===== config.mk =====
export PLATFORM = sky130hd
export DESIGN_NAME = mem_port_arbiter
export DESIGN_NICKNAME = d
export VERILOG_FILES = /design/src/rtl/mem_port_arbiter.sv
export SDC_FILE = /design/constraint.sdc
export NUM_CORES = 1
export LEC_CHECK = 0
export CAP_MARGIN = 20
export CORE_AREA = 2 2 319 321
export DETAILED_ROUTE_END_ITERATION = 8
export DIE_AREA = 0 0 321 323
export SYNTH_ARGS = -nofsm -noshare
export SYNTH_HDL_FRONTEND = slang
export SYNTH_SLANG_ARGS = --single-unit

===== constraint.sdc =====
create_clock -name clk -period 1.9 [get_ports clk]
set_input_delay 0.38 -clock clk [delete_from_list [all_inputs] [get_ports clk]]
set_output_delay 0.38 -clock clk [all_outputs]
set_load 0.05 [all_outputs]

===== src/rtl/mem_port_arbiter.sv =====
// mem_port_arbiter: shares one line-wide memory port between icache refills,
// dcache refills and dcache dirty write-backs, one transaction in flight.
//
// Ports:
//   clk, rst                      clock, synchronous active-low reset
//   ic_rrdy/ic_ren/ic_raddr       icache read request handshake
//   ic_rvalid/ic_rdata            icache refill response (1-cycle pulse)
//   dc_rrdy/dc_ren/dc_raddr       dcache read request handshake
//   dc_rvalid/dc_rdata            dcache refill response (1-cycle pulse)
//   dc_wrdy/dc_wen/dc_waddr/dc_wdata  dcache write-back request handshake
//   mem_rrdy/mem_ren/mem_raddr    memory read issue (mem_ren 1-cycle pulse)
//   mem_rvalid/mem_rdata          memory read return
//   mem_wrdy/mem_wen/mem_waddr/mem_wdata  memory write issue (1-cycle pulse)
//   mem_wdone                     memory write completion pulse
module mem_port_arbiter #(
  parameter int unsigned ADDR_W = 32,
  parameter int unsigned LINE_W = 128
) (
  input  logic              clk,
  input  logic              rst,
  // icache read side
  output logic              ic_rrdy,
  input  logic [3:0]        ic_ren,
  input  logic [ADDR_W-1:0] ic_raddr,
  output logic              ic_rvalid,
  output logic [LINE_W-1:0] ic_rdata,
  // dcache read side
  output logic              dc_rrdy,
  input  logic [3:0]        dc_ren,
  input  logic [ADDR_W-1:0] dc_raddr,
  output logic              dc_rvalid,
  output logic [LINE_W-1:0] dc_rdata,
  // dcache write-back side
  output logic              dc_wrdy,
  input  logic [3:0]        dc_wen,
  input  logic [ADDR_W-1:0] dc_waddr,
  input  logic [LINE_W-1:0] dc_wdata,
  // memory read port
  input  logic              mem_rrdy,
  output logic [3:0]        mem_ren,
  output logic [ADDR_W-1:0] mem_raddr,
  input  logic              mem_rvalid,
  input  logic [LINE_W-1:0] mem_rdata,
  // memory write port
  input  logic              mem_wrdy,
  output logic [3:0]        mem_wen,
  output logic [ADDR_W-1:0] mem_waddr,
  output logic [LINE_W-1:0] mem_wdata,
  input  logic              mem_wdone
);

  typedef enum logic [1:0] {
    IDLE    = 2'd0,
    RD_WAIT = 2'd1,
    WR_WAIT = 2'd2
  } state_t;

  state_t state;

  // Pending request slots
  logic              pend_ic_r;
  logic              pend_dc_r;
  logic              pend_dc_w;
  logic [ADDR_W-1:0] ic_addr_q;
  logic [ADDR_W-1:0] dc_addr_q;
  logic [ADDR_W-1:0] wb_addr_q;
  logic [LINE_W-1:0] wb_data_q;

  // rr_ptr: 0 favours icache, 1 favours dcache on a read tie
  logic rr_ptr;
  // Owner of the outstanding read: 0 = icache, 1 = dcache
  logic owner_dc;

  logic ic_take;
  logic dc_take;
  logic wb_take;
  logic pick_dc;

  // Slot is free exactly when nothing is parked in it
  assign ic_rrdy = !pend_ic_r;
  assign dc_rrdy = !pend_dc_r;
  assign dc_wrdy = !pend_dc_w;

  // Any enable bit counts as a request
  assign ic_take = (|ic_ren) && !pend_ic_r;
  assign dc_take = (|dc_ren) && !pend_dc_r;
  assign wb_take = (|dc_wen) && !pend_dc_w;

  // Read winner: dcache if it is alone, or if both wait and it is favoured
  assign pick_dc = pend_dc_r && (!pend_ic_r || rr_ptr);

  // Capture, arbitration, issue and completion
  always_ff @(posedge clk) begin
    if (!rst) begin
      state     <= IDLE;
      pend_ic_r <= 1'b0;
      pend_dc_r <= 1'b0;
      pend_dc_w <= 1'b0;
      ic_addr_q <= '0;
      dc_addr_q <= '0;
      wb_addr_q <= '0;
      wb_data_q <= '0;
      rr_ptr    <= 1'b0;
      owner_dc  <= 1'b0;
      mem_ren   <= '0;
      mem_raddr <= '0;
      mem_wen   <= '0;
      mem_waddr <= '0;
      mem_wdata <= '0;
      ic_rvalid <= 1'b0;
      ic_rdata  <= '0;
      dc_rvalid <= 1'b0;
      dc_rdata  <= '0;
    end else begin
      // Pulses default low every cycle
      mem_ren   <= '0;
      mem_wen   <= '0;
      ic_rvalid <= 1'b0;
      dc_rvalid <= 1'b0;

      // Capture only touches empty slots, so it never collides with a release
      if (ic_take) begin
        pend_ic_r <= 1'b1;
        ic_addr_q <= ic_raddr;
      end
      if (dc_take) begin
        pend_dc_r <= 1'b1;
        dc_addr_q <= dc_raddr;
      end
      if (wb_take) begin
        pend_dc_w <= 1'b1;
        wb_addr_q <= dc_waddr;
        wb_data_q <= dc_wdata;
      end

      case (state)
        IDLE: begin
          // A pending write-back blocks reads so the refill cannot overtake it
          if (pend_dc_w) begin
            if (mem_wrdy) begin
              mem_wen   <= 4'hF;
              mem_waddr <= wb_addr_q;
              mem_wdata <= wb_data_q;
              state     <= WR_WAIT;
            end
          end else if ((pend_ic_r || pend_dc_r) && mem_rrdy) begin
            mem_ren   <= 4'hF;
            mem_raddr <= pick_dc ? dc_addr_q : ic_addr_q;
            owner_dc  <= pick_dc;
            state     <= RD_WAIT;
          end
        end

        RD_WAIT: begin
          if (mem_rvalid) begin
            if (owner_dc) begin
              dc_rdata  <= mem_rdata;
              dc_rvalid <= 1'b1;
              pend_dc_r <= 1'b0;
              rr_ptr    <= 1'b0;
            end else begin
              ic_rdata  <= mem_rdata;
              ic_rvalid <= 1'b1;
              pend_ic_r <= 1'b0;
              rr_ptr    <= 1'b1;
            end
            state <= IDLE;
          end
        end

        WR_WAIT: begin
          if (mem_wdone) begin
            pend_dc_w <= 1'b0;
            state     <= IDLE;
          end
        end

        default: state <= IDLE;
      endcase
    end
  end

endmodule


Word level (Yosys, flattened, before mapping):

Index checks and enable logic that the tools add are counted.

* reductions and logical operators: 23
* eq/ne operators: 6
* muxes and demuxes: 22
* bitwise logic cells: 4

Operators by type and width (count)
* 32-bit two-way mux: 1
* 3-bit AND reduction: 6
* 1-bit two-way mux: 13
* 4-bit OR reduction: 3
* 2-bit two-way mux: 5
* 4-bit two-way mux: 2
* 3-bit != test, second input constant: 2
* 2-bit case mux with 3 select lines: 1
* 1-bit logical AND: 5
* 2-bit != test, second input constant: 2
* 1-bit inverter: 4
* 4-bit AND reduction: 1
* 1-bit zero test: 3
* 3-bit OR reduction: 1
* 2-bit by 1-bit equality test with 1-bit output, second input constant: 1
* 2-bit equality test, second input constant: 1
* 2-bit zero test: 1
* 1-bit logical OR: 2
* 2-bit AND reduction: 1

* logic and storage cells: 74
* bits of input ports: 370
* flip-flop bits (word level): 689
* output and inout bits: 461

Longest topological paths before layout:

* depth after elaboration: 6
* depth in mapped cells: 7

Worst setup path before layout:

No wires, ideal clock.

* path type: register to output
* start: register pend_dc_r
* end: output dc_rrdy
* path slack: 0.162 ns
* arrival time: 1.358 ns
* stages on the path, launching flop included: 5
* cell sequence: dfxtp_1 clkbuf_1 inv_1 buf_2 clkbuf_1

* word-level cells in the longest chain between the ends: 1

RTL lines
* from (decl): RTL line 62 `logic pend_dc_r;`
* from (signal assigned): RTL line 97 `pend_dc_r <= 1'b0;`
* from (signal assigned): RTL line 127 `pend_dc_r <= 1'b1;`
* from (signal assigned): RTL line 159 `pend_dc_r <= 1'b0;`
* 1-bit zero test: RTL line 81 `assign dc_rrdy = !pend_dc_r;`
* to (decl): RTL line 28 `output logic dc_rrdy,`

No other way between the ends.

Worst setup path after layout:

* start: register dc_rdata[125]
* end: output dc_rdata[125]

RTL lines
* from (decl): RTL line 32 `output logic [LINE_W-1:0] dc_rdata,`
* from (signal assigned): RTL line 157 `dc_rdata <= mem_rdata;`

No word-level cell between the ends.

==> run summary <==
Max Slew Vio Count -> 0
Seq/Total Area, Yosys -> 0.581
Die W -> 321 um
Fin crit share -> 0.964
Antenna violation net count after detailed routing -> 0
Comb pwr share -> 0.119
Initial DRT Pass Iterations -> 5
Layout cells sized above 1 -> 0.239
Total core area -> 0.101 mm2
Nets -> 3,673
Count of cell types in the netlist -> 36
Post-Synthesis Cell Area -> 0.0235 mm2
Crit path launch type -> register
Crit-path slowest cell -> clkdlybuf4s15_1
Period minus WS final -> 1.83 ns
Largest family of logic cells by synthesized area -> compound AO/OA/AOI/OAI gates
Area occupied by multi-input gates -> 0.00869 mm2
Max incr delay on CP -> 0.50 ns
Final HPWL from detailed placement -> 67,900 um
Worst-path fanout max -> 2
Critical-path cell list -> clkdlybuf4s15_1
Overall routing resource usage -> 0.173
Final setup vio count -> 0
Leak Pwr -> 14.0 nW
Vias per inst -> 4.75
FF/Latch Area -> 0.0137 mm2
Sequential group share of total power -> 0.428
Clock Path Buffers -> 3
Final hold viol count -> 0
Sink Count -> 683
Num CTS Buffers -> 80
Row count -> 117
Initial antenna violation count -> 16
Post-CTS Hold Buffers -> 0
Psw -> 9.10 mW
Area share of the largest cell type after synthesis -> 0.581
Worst-skew pair later-pin latency -> 0.64 ns
WP data arrival -> 1.45 ns
Worst-margin pin slew -> 0.699 ns
PortBufs -> 830
P_int -> 26.3 mW
Syn Inst Count -> 2,483
Synth Area in Compound Gates -> 0.259
Yosys reg bits -> 683
Syn nets -> 2,853
Number of top-level pins -> 831
CP Buf/Inv Count -> 1
Met2 WL -> 43,500 um
Syn-to-layout area delta -> 55.4%
Adder-Cell Fraction of Synth Area -> 0
DRC viols -> 0
Crit Path Category -> register to output port
Setup tns final -> 0 ns
Top-count cell post-synth -> dfxtp_1
Yosys warnings -> 0
First DRT Iteration DRCs -> 1,692
Final Skew -> 0.0229 ns
Clock slew at reported path FFs -> 0.06 ns
WL final -> 95,300 um
Xor/xnor cell area share of the yosys netlist -> 0
Slew HR -> 0.534
Status -> finished, final reports clean
Switching Fraction -> 0.257
Via count of the routed design -> 22,188
Die area -> 0.104 mm2
M1 WL -> 40,600 um
Total power -> 35.4 mW
Top layer in use -> met5
Power per cell area -> 966 mW/mm2
DIE HEIGHT -> 323 um
Filler Cell Count -> 10,241
Number of flops mapped to enable cells by yosys -> 0
Peak VDD IR -> 0.692 mV
Critical path's top delay family -> buffers and inverters
Leading area contributor after synthesis -> dfxtp_1
Worst path required time -> 1.52 ns
WL/cell -> 20.4 um
Gpl congestion -> 0.849
Avg Cell Area, Syn -> 9.48 um2
Ranking of synthesized cells by area -> dfxtp_1 (58%), a22o_1 (9.5%), a21oi_1 (8.2%)
Total congestion overflow -> 0
CP endpoint kind -> output port
CTS tree -> yes
Largest net degree at the start of global routing -> 68
Max Cap Viol -> 0
Htree depth -> 3
Mux cell area share after synthesis -> 0
RSZ-0062 raised after global routing -> no
Synth cell count leaders -> dfxtp_1 (683), a21oi_1 (387), nand2_1 (321), a22o_1 (256)
FFs w/ async S/R, synth -> 0
Dominant synthesized flop cell -> dfxtp_1
Simple-gate portion of the synthesized area -> 0.107
Clk pwr share -> 0.452
CTS root buf -> clkbuf_16
Vias in the first global route -> 21,448
Wire length on met3 -> 8170 um
Fmax -> 0.546 GHz
Min-Delay Path Class -> primary input to register
Initial Util -> 0.234
First-pass GRT wire length -> 137,000 um
==> per-layer routing <==
layer | vias to the layer above | track usage
li1 | 10530 | -
met1 | 10642 | 0.221
met2 | 843 | 0.271
met3 | 155 | 0.0554
met4 | 18 | 0.0632
met5 | - | 0
==> through the flow <==
| stage | utilization | cell area [um2] | cells | hold WS (ns) | setup WS [ns] |
|---|---|---|---|---|---|
| after global routing | 0.363 | 36600 | 4671 | 0.254 | 0.00190 |
| after global placement | 0.333 | 33600 | 4524 | 0.432 | -0.210 |
| final | 0.363 | 36600 | 4674 | 0.299 | 0.0687 |
| after floorplan | - | 23500 | 2483 | 0.428 | 0.162 |
| after detailed placement | 0.333 | 33600 | 4524 | 0.439 | -0.219 |
| after CTS | 0.363 | 36600 | 4665 | 0.235 | 0.000240 |
==> power groups by stage <==
| stage | Sequential, mW | Combinational [mW] | Clock, mW |
|---|---|---|---|
| 2_1_floorplan | 16.1 | 1.41 | 0 |
| 3_3_place_gp | 15.4 | 4.20 | 0 |
| 3_5_place_dp | 15.5 | 4.22 | 0 |
| 4_1_cts | 15.1 | 4.24 | 16.4 |
| 5_1_grt | 15.2 | 4.49 | 17.0 |
| 6_report | 15.1 | 4.22 | 16.0 |
==> flip-flops by register name, summed over array words and instances, names as in the netlist, 32 cells and up <==
name	cells
wb_addr_q	32
mem_waddr	32
mem_wdata	128
ic_addr_q	32
wb_data_q	128
mem_raddr	32
ic_rdata	128
dc_addr_q	32
dc_rdata	128
==> final cells by class <==
class	instances	area share
clock inverters	32	0.0119
inverters	36	0.00424
well taps	1309	0.0448
repair buffers	998	0.265
flip-flops and latches	683	0.374
multi-input cells	1504	0.237
clock buffers	107	0.0630
diodes	5	0.000342
==> cell usage in the layout (no fill, tap or decap), types with 2 or more instances in the layout <==
cell,count
clkdlybuf4s15_1,6
diode_2,5
clkbuf_8,16
inv_1,32
a21oi_1,386
buf_4,423
dfxtp_2,2
buf_12,56
nor2_1,2
clkbuf_2,6
bufbuf_16,2
o21ai_0,224
nor4_2,2
nand2_1,321
a22o_1,256
clkbuf_16,82
bufinv_16,8
clkdlybuf4s50_1,369
or4_1,2
a221oi_2,28
inv_8,2
clkinv_2,12
inv_6,5
dfxtp_1,680
clkinv_4,2
clkinv_8,4
nand3_1,224
clkbuf_1,9
clkinvlp_4,2
o32ai_1,32
a221oi_1,5
clkdlybuf4s15_2,135
==> timing repair <==
item | in CTS | in global routing
gates cloned | 2 | 0
setup buffers | 0 | 4
endpoints found under the hold margin | 0 | 0
endpoints found under the setup margin | 149 | 8
resized for setup | 435 | 7
==> logic make-up (layout without fill, tap and decap cells) <==
family / after synthesis / after routing
other cells: 0 / 5
flops: 683 / 683
buf+inv: 296 / 1173
compound gates: 938 / 938
simple gates: 566 / 566
==> final timing paths <==
| path | from | endpoint | slack, ns | depth (start not counted) |
|---|---|---|---|---|
| setup / recovery | dc_rdata[125] | dc_rdata[125] | 0.07 | 1 |
| hold / removal | dc_wdata[55] | wb_data_q[55] | 0.30 | 3 |
| setup reg to reg | owner_dc | ic_rdata[2] | 0.18 | 5 |
| hold reg to reg | wb_data_q[12] | mem_wdata[12] | 0.44 | 2 |
==> worst reg2reg max path: stages (launching register included) <==
cell	delay, ns
dfxtp_1	0.50
and4bb_2	0.32
nor2_4	0.12
buf_12	0.19
buf_4	0.33
a22o_1	0.19
Note: power is estimated with default switching activity, not from simulation.
